==> src/rtl/instruction_fetcher.sv <==
// Single-outstanding instruction fetcher. It predicts branches through an
// external predictor and fills an in-order instruction queue for the decoder.
module instruction_fetcher #(
  parameter int IQ_DEPTH = 8
) (
  input  logic        clk_in,
  input  logic        rst_in,
  input  logic        rdy_in,
  output logic        icache_req_valid,
  output logic [31:0] icache_req_pc,
  input  logic        icache_resp_valid,
  input  logic [31:0] icache_resp_inst,
  output logic        pred_query,
  output logic [31:0] pred_pc,
  input  logic        pred_taken,
  input  logic        flush_in,
  input  logic [31:0] flush_pc_in,
  output logic        dq_valid,
  input  logic        dq_ready,
  output logic [31:0] dq_inst,
  output logic [31:0] dq_pc,
  output logic        dq_pred_taken
);
  localparam int PW = (IQ_DEPTH > 1) ? $clog2(IQ_DEPTH) : 1;
  localparam logic [6:0] OP_BRANCH = 7'b1100011;
  localparam logic [6:0] OP_JAL    = 7'b1101111;

  typedef enum logic [2:0] {IDLE, WAIT_MEM, PRED_ISSUE, PRED_READ, DROP} state_t;
  typedef struct packed {
    logic [31:0] inst;
    logic [31:0] pc;
    logic        pred;
  } iq_entry_t;

  state_t        state;
  logic [31:0]   pc, inst_q;
  iq_entry_t     iq [IQ_DEPTH];
  logic [PW-1:0] wr_ptr, rd_ptr;
  logic [PW:0]   count;

  logic          enq, deq;
  iq_entry_t     enq_entry;
  logic [31:0]   next_pc, imm_b, imm_j;
  logic [6:0]    opcode;

  assign opcode = icache_resp_inst[6:0];
  // Branch offset comes from the latched instruction, JAL offset from the live response.
  assign imm_b = {{20{inst_q[31]}}, inst_q[7], inst_q[30:25], inst_q[11:8], 1'b0};
  assign imm_j = {{12{icache_resp_inst[31]}}, icache_resp_inst[19:12],
                  icache_resp_inst[20], icache_resp_inst[30:21], 1'b0};

  always_comb begin
    enq       = 1'b0;
    enq_entry = '0;
    next_pc   = pc + 32'd4;
    case (state)
      WAIT_MEM: if (icache_resp_valid && opcode != OP_BRANCH) begin
        enq = 1'b1;
        if (opcode == OP_JAL) begin
          enq_entry = '{inst: icache_resp_inst, pc: pc, pred: 1'b1};
          next_pc   = pc + imm_j;
        end else begin
          enq_entry = '{inst: icache_resp_inst, pc: pc, pred: 1'b0};
        end
      end
      PRED_READ: begin
        enq       = 1'b1;
        enq_entry = '{inst: inst_q, pc: pc, pred: pred_taken};
        if (pred_taken) next_pc = pc + imm_b;
      end
      default: ;
    endcase
    enq = enq && rdy_in && !flush_in;
  end

  assign dq_valid = (count != '0);
  assign deq      = dq_valid && dq_ready && rdy_in && !flush_in;

  always_ff @(posedge clk_in or posedge rst_in) begin
    if (rst_in) begin
      state            <= IDLE;
      pc               <= '0;
      inst_q           <= '0;
      icache_req_valid <= 1'b0;
      icache_req_pc    <= '0;
      pred_query       <= 1'b0;
      pred_pc          <= '0;
    end else if (rdy_in) begin
      if (flush_in) begin
        pc         <= flush_pc_in;
        pred_query <= 1'b0;
        // An unanswered request must still be retired, so its response is swallowed in DROP.
        if (state == WAIT_MEM && !icache_resp_valid) begin
          state <= DROP;
        end else begin
          state            <= IDLE;
          icache_req_valid <= 1'b0;
        end
      end else begin
        case (state)
          IDLE: if (int'(count) < IQ_DEPTH) begin
            icache_req_valid <= 1'b1;
            icache_req_pc    <= pc;
            state            <= WAIT_MEM;
          end
          WAIT_MEM: if (icache_resp_valid) begin
            icache_req_valid <= 1'b0;
            inst_q           <= icache_resp_inst;
            if (opcode == OP_BRANCH) begin
              pred_query <= 1'b1;
              pred_pc    <= pc;
              state      <= PRED_ISSUE;
            end else begin
              pc    <= next_pc;
              state <= IDLE;
            end
          end
          PRED_ISSUE: begin
            pred_query <= 1'b0;
            state      <= PRED_READ;
          end
          PRED_READ: begin
            pc    <= next_pc;
            state <= IDLE;
          end
          DROP: if (icache_resp_valid) begin
            icache_req_valid <= 1'b0;
            state            <= IDLE;
          end
          default: state <= IDLE;
        endcase
      end
    end
  end

  always_ff @(posedge clk_in or posedge rst_in) begin
    if (rst_in) begin
      wr_ptr <= '0;
      rd_ptr <= '0;
      count  <= '0;
    end else if (rdy_in) begin
      if (flush_in) begin
        wr_ptr <= '0;
        rd_ptr <= '0;
        count  <= '0;
      end else begin
        if (enq) wr_ptr <= wr_ptr + 1'b1;
        if (deq) rd_ptr <= rd_ptr + 1'b1;
        case ({enq, deq})
          2'b10:   count <= count + 1'b1;
          2'b01:   count <= count - 1'b1;
          default: ;
        endcase
      end
    end
  end

  always_ff @(posedge clk_in) begin
    if (enq) iq[wr_ptr] <= enq_entry;
  end

  assign dq_inst       = iq[rd_ptr].inst;
  assign dq_pc         = iq[rd_ptr].pc;
  assign dq_pred_taken = iq[rd_ptr].pred;
endmodule

==> config.mk <==
export PLATFORM = sky130hd
export DESIGN_NAME = instruction_fetcher
export DESIGN_NICKNAME = d
export VERILOG_FILES = /design/src/rtl/instruction_fetcher.sv
export SDC_FILE = /design/constraint.sdc
export NUM_CORES = 1
export LEC_CHECK = 0
export BUFFER_PORTS_ARGS = -buffer_cell sky130_fd_sc_hd__buf_2
export CAP_MARGIN = 25
export CORE_MARGIN = 1
export CORE_UTILIZATION = 34
export CTS_BUF_LIST = sky130_fd_sc_hd__clkbuf_8
export DETAILED_ROUTE_END_ITERATION = 7
export GPL_ROUTABILITY_DRIVEN = 0
export GPL_TIMING_DRIVEN = 0
export PLACE_DENSITY = 0.61
export SETUP_SLACK_MARGIN = 0.02
export SYNTH_ARGS = -nofsm -noshare
export SYNTH_HDL_FRONTEND = slang
export SYNTH_SLANG_ARGS = --single-unit
==> constraint.sdc <==
create_clock -name clk_in -period 10.1 [get_ports clk_in]
set_input_delay 1.515 -clock clk_in [delete_from_list [all_inputs] [get_ports clk_in]]
set_output_delay 1.515 -clock clk_in [all_outputs]
set_load 0.01 [all_outputs]
==> results_dict.tcl <==
set metrics [dict create \
    powerDensity_mw_per_mm2 257 \
    cts-resized-gates 0 \
    register_area_sq_mm 0.0192 \
    max_freq_ghz 0.183 \
    violations "antenna rules" \
    io_buffers 201 \
    globalRoute.totalOverflow 0 \
    fin_crit_sh 0.540 \
    finClkSkew_ps 27.9 \
    clockBufferDepth 3 \
    power_leakage_nw 13.2 \
    first_pass_iters 8 \
    fin_ws_ps 4640 \
    slew_violations 0 \
    clock-sinks 663 \
    area_growth_pct 18.0 \
    critical_path_class "reg -> out" \
    clock_latency_ps 750 \
    crit_fanout 10 \
    worstSetupStartpointType "flip-flop" \
    cpLargestDelayFamily "buffers and inverters" \
    die_h_microns 300 \
    cts_buffers 106 \
    routed_wirelength_microns 91500 \
    r2r-start "state[0]" \
    ys_seq_area_frac 0.635 \
    status "complete, but fails checks" \
    synth_area_sq_mm 0.0302 \
    netlist.area_leader.share 0.517 \
    rsz0062_at_grt "false" \
    cts_max_level 3 \
    worst_ep_required_time_ps 8590 \
    antenna_found_initial 15 \
    layout-drive-gt1-share 0.309 \
    yosysUniqueCellTypes 81 \
    grt_max_degree 106 \
    grt_pass1_wl_microns 132000 \
    hold_violations 0 \
    slew_headroom 0.324 \
    min_to "inst_q[22]" \
    yosys-top-cells-area "edfxtp_1 52%, dfrtp_1 12%, mux4_2 9.7%, mux2_2 6.0%, ha_1 2.7%" \
    io_pins 203 \
    tightest_slew_ps 1010 \
    max_cap_viol_count 0 \
    arrival_ps 3940 \
    vdd_drop_max_mv 0.128 \
    postRouteAntennaNets 1 \
    hold_ws_ps 497 \
    critical_path.cell_chain "clkbuf_1 -> buf_2 -> buf_1 -> mux4_2 -> mux2_2 -> buf_2" \
    slowest_delay_ps 790 \
    clkTransAtPathRegs_ps 60 \
    worst_path_most_repeated_cell "buf_2" \
    ys_ff_latch 663 \
    multi_input_area_sq_mm 0.0105 \
    ys.flop_type "edfxtp_1" \
    reg2reg_to "iq[0][2]" \
    fin_crit_ps 5460 \
    die_area_sq_mm 0.0901 \
    gr-usage-all-layers 0.201 \
    n_fill_cell 7909 \
    postCtsSetupBuffers 0 \
    row_count 108 \
    final_cells 3567 \
    slowest_stage "buf_1" \
    vias_per_cell 5.50 \
    syn-num-nets 2078 \
    setup_viol 0 \
    initial_core_util 0.346 \
    grt_pass1_vias 19800 \
    final_cell_mix "520 x edfxtp_1, 217 x buf_2, 160 x mux2_2, 143 x dfrtp_1, 130 x mux4_2" \
    finalNetCount 2452 \
    yosys.area.top_type "edfxtp_1" \
    dieWidth_microns 300 \
    dp_hpwl_microns 65900 \
    first_iter_violations 2046 \
    place_inst 3352 \
    synth_edf_count 520 \
    hold_start "inst_q[22]" \
    post-place-ws_ps 4610 \
    syn_avg_cell_area_sq_um 15.6 \
    hold_depth 2 \
    ctsHoldBuffers 0 \
    r2r_slack_ps 5840 \
    critical_path_buf_inv_count 4 \
    crit_path_end_kind "primary output" \
    final_common_cell "edfxtp_1" \
    rr_worst_depth 14 \
    core_sq_mm 0.0874 \
    netlist_instances 1939 \
    cts_tree "done" \
    vias 19600 \
    drc 0 \
    async_flop_share 0.216 \
    yosysWarnings 0 \
    cts-root-buf "clkbuf_8" \
    min_path_type "reg -> reg" \
    wl_per_cell_microns 25.6 \
]
-- area by class of cell --
cell class / count / share of cell area
clock buffers: 111 / 0.0428
clock inverters: 89 / 0.0159
diodes: 7 / 0.000491
flip-flops and latches: 663 / 0.538
inverters: 28 / 0.00316
plain buffers: 110 / 0.0126
repair buffers: 266 / 0.0516
well taps: 1155 / 0.0405
multi-input cells: 1138 / 0.295
-- worst reg2reg max path: stages, from the launching register on --
cell      delay, ps
dfrtp_1         330
buf_2           230
nand2b_4         90
nor3_4          300
and2_1          230
or2_1           110
buf_4           160
nand2_1         340
clkbuf_1        480
nor4_2          740
buf_6           230
buf_4           160
buf_4           190
buf_4           190
buf_4           170
-- power by group --
part	switching [mW]	internal, mW
sequential	0.266	3.22
clock	1.11	1.16
combinational	1.92	1.48
-- per-stage QoR --
| stage | power [mW] | cell area (sq um) | setup TNS, ps | util |
|---|---|---|---|---|
| finish | 9.15 | 35700 | 0 | 0.408 |
| global route | 9.61 | 35700 | 0 | 0.408 |
| CTS | 9.17 | 35500 | 0 | 0.407 |
| detailed placement | 6.87 | 33400 | 0 | 0.383 |
| global placement | 6.79 | 32700 | -1318390 | 0.374 |
| floorplan | 5.67 | 30200 | 0 | - |
-- Yosys cell counts (4+ instances only) --
cell type,count
a211oi_1,16
a21o_1,34
a21oi_1,92
a221oi_1,6
a22o_1,39
a22oi_1,4
a31oi_1,10
and2_1,34
and3_1,28
and4_1,5
buf_1,13
buf_2,16
clkbuf_1,77
dfrtp_1,143
edfxtp_1,520
ha_1,65
inv_1,27
mux2_2,160
mux2i_1,6
mux4_2,130
nand2_1,77
nand2b_1,14
nand3_1,39
nand4_1,10
nor2_1,56
nor2b_1,4
nor3_1,26
nor4_1,6
o211ai_1,10
o21a_1,8
o21ai_0,73
o21ai_1,8
o21bai_1,9
o221ai_1,6
o22ai_1,11
o31ai_1,6
o41ai_1,4
or3_1,10
xnor2_1,45
xor2_1,32
-- flip-flops by register name, summed over array words and instances, names as in the netlist --
| register | flops |
|---|---|
| pred_query | 1 |
| icache_req_pc | 32 |
| state | 3 |
| pc | 32 |
| inst_q | 32 |
| wr_ptr | 3 |
| count | 4 |
| icache_req_valid | 1 |
| iq | 520 |
| pred_pc | 32 |
| rd_ptr | 3 |
-- layer usage --
layer	up-vias	share of wire	global-route usage
met3	168	0.089	0.0477
met1	10000	0.40	0.261
met4	10	0.028	0.0708
li1	8469	-	-
met2	973	0.48	0.329
met5	-	0.00073	0
-- cell families after synthesis --
group / count (synthesis) / synth area share
multiplexers: 296 / 0.158
AND/OR/NAND/NOR: 327 / 0.0559
adder cells (fa/ha/maj): 68 / 0.0289
AO/OA/AOI/OAI: 370 / 0.0812
XOR/XNOR: 77 / 0.0223
flip-flops: 663 / 0.635
buffers and inverters: 138 / 0.0183
-- worst max path at each step --
stage / startpoint / endpoint / slack (ps) / cells past startpoint
2_1_floorplan: icache_resp_valid / iq[0][0] / 700 / 8
3_3_place_gp: icache_resp_valid / iq[0][7] / -7230 / 9
3_5_place_dp: icache_resp_valid / iq[0][1] / 4610 / 14
4_1_cts: rd_ptr[0] / dq_inst[19] / 4470 / 6
5_1_grt: rd_ptr[0] / dq_inst[17] / 4440 / 6
6_report: rd_ptr[0] / dq_inst[17] / 4640 / 6
(Power assumes the default switching activity.)
